`src/rtl/ram2p_fifo_ctrl_if.sv`:
```
// Producer/consumer stream bundle for the RAM-backed FWFT FIFO controller.
interface ram2p_fifo_ctrl_if #(
    parameter int unsigned ADDR_W = 8,
    parameter int unsigned DATA_W = 3
);
    logic              inValid;
    logic              inReady;
    logic [DATA_W-1:0] inData;
    logic              outValid;
    logic              outReady;
    logic [DATA_W-1:0] outData;
    logic [ADDR_W:0]   level;

    // Environment side: produces input words and consumes output words.
    modport master (
        output inValid, inData, outReady,
        input  inReady, outValid, outData, level
    );

    // FIFO side.
    modport slave (
        input  inValid, inData, outReady,
        output inReady, outValid, outData, level
    );
endinterface

```
`src/rtl/ram2p_fifo_ctrl.sv`:
```
// First-word-fall-through FIFO controller in front of a 1-cycle-latency two-port RAM.
// Words live in the RAM, in a single in-flight read, or in a 2-entry output buffer.
module ram2p_fifo_ctrl #(
    parameter int unsigned DEPTH  = 256,
    parameter int unsigned ADDR_W = 8,
    parameter int unsigned DATA_W = 3
) (
    input  logic              clockCore,
    input  logic              resetCoreN,
    ram2p_fifo_ctrl_if.slave  s,
    output logic              ramEnableWrite,
    output logic [ADDR_W-1:0] ramAddressWrite,
    output logic [DATA_W-1:0] ramWriteData,
    output logic              ramEnableRead,
    output logic [ADDR_W-1:0] ramAddressRead,
    input  logic [DATA_W-1:0] ramReadData
);
    localparam int unsigned CW = ADDR_W + 1;
    localparam logic [CW-1:0] C_DEPTH = CW'(DEPTH);

    logic [ADDR_W-1:0] r_wrPtr;
    logic [ADDR_W-1:0] r_rdPtr;
    logic [CW-1:0]     r_memCount;
    logic [CW-1:0]     r_level;
    logic              r_readPending;
    logic [1:0]        r_bufCount;
    logic [DATA_W-1:0] r_bufHead;
    logic [DATA_W-1:0] r_bufTail;
    logic              r_inReady;
    logic              r_outValid;

    logic              w_push;
    logic              w_pop;
    logic              w_issue;
    logic [2:0]        w_occ;
    logic [1:0]        w_afterPop;
    logic [1:0]        w_bufCountNext;
    logic [CW-1:0]     w_levelNext;
    logic [CW-1:0]     w_memCountNext;
    logic [DATA_W-1:0] w_headNext;
    logic [DATA_W-1:0] w_tailNext;

    // Handshakes and the read-issue decision: issue only if the buffer can take the
    // returning word once the current in-flight read and this cycle's pop are counted.
    always_comb begin
        w_push         = s.inValid & r_inReady;
        w_pop          = r_outValid & s.outReady;
        w_occ          = 3'(r_bufCount) + 3'(r_readPending) - 3'(w_pop);
        w_issue        = (r_memCount != '0) && (w_occ < 3'd2);
        w_afterPop     = r_bufCount - 2'(w_pop);
        w_bufCountNext = w_afterPop + 2'(r_readPending);
        w_levelNext    = r_level + CW'(w_push) - CW'(w_pop);
        w_memCountNext = r_memCount + CW'(w_push) - CW'(w_issue);
    end

    // Output buffer: head is the visible word; the returning RAM word lands at the tail.
    always_comb begin
        w_headNext = r_bufHead;
        w_tailNext = r_bufTail;
        if (w_pop && (r_bufCount == 2'd2)) begin
            w_headNext = r_bufTail;
        end
        if (r_readPending) begin
            if (w_afterPop == 2'd0) begin
                w_headNext = ramReadData;
            end else begin
                w_tailNext = ramReadData;
            end
        end
    end

    // RAM port drive; write address is the committed write pointer.
    always_comb begin
        ramEnableWrite  = w_push;
        ramAddressWrite = r_wrPtr;
        ramWriteData    = s.inData;
        ramEnableRead   = w_issue;
        ramAddressRead  = r_rdPtr;
    end

    // State and registered stream outputs.
    always_ff @(posedge clockCore or negedge resetCoreN) begin
        if (!resetCoreN) begin
            r_wrPtr       <= '0;
            r_rdPtr       <= '0;
            r_memCount    <= '0;
            r_level       <= '0;
            r_readPending <= 1'b0;
            r_bufCount    <= 2'd0;
            r_bufHead     <= '0;
            r_bufTail     <= '0;
            r_inReady     <= 1'b0;
            r_outValid    <= 1'b0;
        end else begin
            if (w_push) begin
                r_wrPtr <= r_wrPtr + ADDR_W'(1);
            end
            if (w_issue) begin
                r_rdPtr <= r_rdPtr + ADDR_W'(1);
            end
            r_memCount    <= w_memCountNext;
            r_level       <= w_levelNext;
            r_readPending <= w_issue;
            r_bufCount    <= w_bufCountNext;
            r_bufHead     <= w_headNext;
            r_bufTail     <= w_tailNext;
            r_inReady     <= (w_levelNext < C_DEPTH);
            r_outValid    <= (w_bufCountNext != 2'd0);
        end
    end

    assign s.inReady  = r_inReady;
    assign s.outValid = r_outValid;
    assign s.outData  = r_bufHead;
    assign s.level    = r_level;

endmodule

```
`src/flat_wrapper.sv`:
```
// flat-port wrapper written by rule: the top's interface ports become plain ports
module ram2p_fifo_ctrl_flat 
#(
    parameter int unsigned DEPTH  = 256,
    parameter int unsigned ADDR_W = 8,
    parameter int unsigned DATA_W = 3
)
  (clockCore, resetCoreN, ramEnableWrite, ramAddressWrite, ramWriteData, ramEnableRead, ramAddressRead, ramReadData, s_inValid, s_inData, s_outReady, s_inReady, s_outValid, s_outData, s_level);
  ram2p_fifo_ctrl_if #(.ADDR_W(ADDR_W), .DATA_W(DATA_W)) s_i ();
  input  logic clockCore;
  input  logic resetCoreN;
  output logic ramEnableWrite;
  output logic [ADDR_W-1:0] ramAddressWrite;
  output logic [DATA_W-1:0] ramWriteData;
  output logic ramEnableRead;
  output logic [ADDR_W-1:0] ramAddressRead;
  input  logic [DATA_W-1:0] ramReadData;
  input wire logic [$bits(s_i.inValid)-1:0] s_inValid;
  input wire logic [$bits(s_i.inData)-1:0] s_inData;
  input wire logic [$bits(s_i.outReady)-1:0] s_outReady;
  output wire logic [$bits(s_i.inReady)-1:0] s_inReady;
  output wire logic [$bits(s_i.outValid)-1:0] s_outValid;
  output wire logic [$bits(s_i.outData)-1:0] s_outData;
  output wire logic [$bits(s_i.level)-1:0] s_level;
  assign s_i.inValid = s_inValid;
  assign s_i.inData = s_inData;
  assign s_i.outReady = s_outReady;
  assign s_inReady = s_i.inReady;
  assign s_outValid = s_i.outValid;
  assign s_outData = s_i.outData;
  assign s_level = s_i.level;
  ram2p_fifo_ctrl #(.DEPTH(DEPTH), .ADDR_W(ADDR_W), .DATA_W(DATA_W)) u_core (.clockCore(clockCore), .resetCoreN(resetCoreN), .s(s_i), .ramEnableWrite(ramEnableWrite), .ramAddressWrite(ramAddressWrite), .ramWriteData(ramWriteData), .ramEnableRead(ramEnableRead), .ramAddressRead(ramAddressRead), .ramReadData(ramReadData));
endmodule
```
`config.mk`:
```
export PLATFORM = sky130hd
export DESIGN_NAME = ram2p_fifo_ctrl_flat
export DESIGN_NICKNAME = d
export VERILOG_FILES = /design/src/rtl/ram2p_fifo_ctrl_if.sv /design/src/rtl/ram2p_fifo_ctrl.sv /design/src/flat_wrapper.sv
export SDC_FILE = /design/constraint.sdc
export NUM_CORES = 1
export LEC_CHECK = 0
export CORE_MARGIN = 8
export CORE_UTILIZATION = 40
export DETAILED_ROUTE_END_ITERATION = 10
export GPL_ROUTABILITY_DRIVEN = 0
export PLACE_DENSITY_LB_ADDON = 0.05
export SYNTH_ARGS = -nofsm -noshare
export SYNTH_HDL_FRONTEND = slang
export SYNTH_SLANG_ARGS = --single-unit
```
`constraint.sdc`:
```
create_clock -name clockCore -period 4.5 [get_ports clockCore]
set_input_delay 1.125 -clock clockCore [delete_from_list [all_inputs] [get_ports clockCore]]
set_output_delay 1.125 -clock clockCore [all_outputs]
set_load 0.02 [all_outputs]
```
==> flow_summary.toml, run 1 <==
[synthesis]
ys_seq_elements = 45
synth_nets = 259
synth_edf_count = 0
synth_area_per_cell_um2 = 11.1
ys_seq_area_share_pct = 45.8
synth_top_area_share_pct = 45.8
synth_top_cell_by_area = "dfrtp_1"
postSynthCellCount = 222
syn-cell-area_um2 = 2460
synthTopCellsByArea = "dfrtp_1 46%, ha_1 12%, xnor2_1 8.9%"
synthFlopType = "dfrtp_1"
async_reset_ff_share_pct = 100
ys_types = 38
ys_warn_count = 0

[worst_hold_path]
hold_path.class = "flop to flop"
whs_path_depth = 1

[clock_tree]
clk_pin_slew_ns = 0.08
clockBufferDepth = 2
cts_tree = "done"
numClockSinks = 45
cts-buffers-inserted = 5
cts_root_buffer = "clkbuf_8"
clkLatencyLatePin_ns = 0.30
cts_hold_buffers = 0
htreeDepth = 2

[finish]
finalNetCount = 306
postLayoutCellArea_um2 = 3070
layout_common_cells = "45 x dfrtp_1, 36 x clkdlybuf4s50_1, 28 x inv_1"
diodes = 0
stdcell_count = 345
final_common_cell = "dfrtp_1"
drive_gt1_share_pct = 10.0
area_growth_pct = 24.9
nFillCells = 536

[floorplan]
ios = 45
dieWidth_um = 94.4
start_util_pct = 41.5
dieArea_um2 = 8910
die_h_um = 94.4
fp-row-count = 28
coreArea_um2 = 5920

[critical_path]
rr_startpoint = "u_core.s.outValid"
cp-startpoint = "s_outReady"
worstPathArrival_ns = 3.19
path_cells = "clkdlybuf4s50_1 -> nand2_1 -> nor2_2 -> o21ai_0 -> fa_1 -> xor2_1 -> a311oi_4 -> dlygate4sd2_1"
cpPeakStageDelay_ns = 0.45
r2r_cells = 17
reg2reg_slack_ns = 1.16
worstReg2RegEnd = "u_core.r_memCount[8]"
end_kind = "primary output"
endpoint = "ramEnableRead"
cp_max_fo = 4
cp-start-kind = "primary input"
cp.required_ns = 3.38
critPathKind = "primary input to primary output"
cp_slowest_cell = "clkdlybuf4s50_1"

[placement]
dp_hpwl_um = 3460
placed_cells = 336
portBuffers = 38
post_dp_cell_area_um2 = 2930

[detailed_routing]
ant_nets = 0
drc = 0
num_vias = 1616
vias_per_cell = 4.68
dr.pass1.iters = 4
wl_um = 4480
drt_iter0_markers = 43
wire_per_inst_um = 13.0

[sta]
timing.final.crit_period_ns = 4.32
fin_skew_ns = 0.0103
finalCritPeriodShare_pct = 95.9
grt_setup_unrepaired = "false"
drv_slew = 0
fmax_ghz = 0.232
relSlewSlack_pct = 62.3
tightest_slew_ns = 0.565
hold_viol_final = 0
hold_ws_ns = 0.470
setup_viol_count_final = 0

[global_route]
grt_max_degree = 46
grtUsageTotal_pct = 11.0
grt_pass1_vias = 1711
antenna_found_initial = 0
grt_pass1_wl_um = 7830
overflow = 0

[flow_run]
drv_cap = 0

[run_status]
status = "finished, final reports clean"
## per-layer routing
layer / routed length, um / vias up / GRT usage (%)
met2: 1950 / 32 / 17.1
met3: 309 / 8 / 3.57
met1: 2150 / 739 / 14.1
met4: 64 / 0 / 3.70
li1: - / 837 / -
met5: 0 / - / 0
## cells in the mapped netlist, types with 2 or more instances
cell type	instances
inv_1	28
mux2i_1	3
nand3_1	3
and3_1	2
or2_2	2
ha_1	24
mux2_2	4
a21oi_1	11
nor2b_1	4
buf_4	3
nand2_1	13
nor2_1	14
nand4_1	3
xnor2_1	25
a21o_1	2
xor2_1	9
fa_1	3
o21ai_0	4
or3_1	2
dfrtp_1	45
## through the flow
| stage | utilization [%] | setup WS, ns | TNS, ns |
|---|---|---|---|
| 3_5_place_dp | 49.6 | -0.193 | -0.490 |
| 4_1_cts | 51.5 | 0.0987 | 0 |
| 3_3_place_gp | 49.6 | -0.118 | -0.203 |
| 2_1_floorplan | - | 0.310 | 0 |
| 6_report | 51.8 | 0.185 | 0 |
| 5_1_grt | 51.8 | 0.0361 | 0 |
## layout make-up
class	count	area, um^2	share of cell area (%)
sequential	45	1130	36.7
timing repair buffer	43	415	13.5
multi-input combinational	146	1210	39.5
tap	75	93.8	3.06
clock buffer	7	86.3	2.81
clock inverter	1	30.0	0.978
inverter	28	105	3.42
## sequential cells by signal (all words and copies together) (netlist names)
register,cells
u_core.r_bufCount,2
u_core.r_bufTail,3
u_core.r_memCount,9
u_core.r_readPending,1
u_core.ramAddressRead,8
u_core.ramAddressWrite,8
u_core.s.inReady,1
u_core.s.level,9
u_core.s.outData,3
u_core.s.outValid,1
## what timing repair did
action	CTS	global route
setup endpoints to repair	1	4
pin swaps	0	1
setup buffers	0	1
gates resized for setup	1	3
## worst min path at each step
stage | startpoint | end | slack [ns]
after global placement | u_core.ramAddressWrite[7] | u_core.ramAddressWrite[7] | 0.46
after floorplan | u_core.r_bufTail[0] | u_core.r_bufTail[0] | 0.48
final | u_core.ramAddressWrite[7] | u_core.ramAddressWrite[7] | 0.47
after global routing | u_core.ramAddressWrite[7] | u_core.ramAddressWrite[7] | 0.51
after CTS | u_core.ramAddressWrite[7] | u_core.ramAddressWrite[7] | 0.48
after detailed placement | u_core.ramAddressWrite[7] | u_core.ramAddressWrite[7] | 0.47
## critical path, delay by kind of cell
family	cells	cell delay, ns
xor gates and xnor gates	1	0.20
and+or+nand+nor	2	0.22
adders and majority gates	1	0.38
AOI/OAI and AO/OA	2	0.43
buffers and inverters	2	0.83
## kinds of logic after synthesis
group	count (synthesis)	synth area share (%)
simple gates	52	11.6
flops	45	45.8
xor+xnor	34	12.1
buf+inv	31	5.19
fa+ha+maj	27	14.7
compound gates	26	7.54
mux	7	3.05
Power of run 1 is not shown: default switching activity piles up to over one toggle a cycle in this logic, so the estimate is an artifact.
==> run 2, diff against run 1 <==
CAP_MARGIN = 20   (was not set)
==> results of run 2 <==
The final DEF is identical to that of run 1; final timing and power are the same.
Power of run 2 is left out for the same reason.
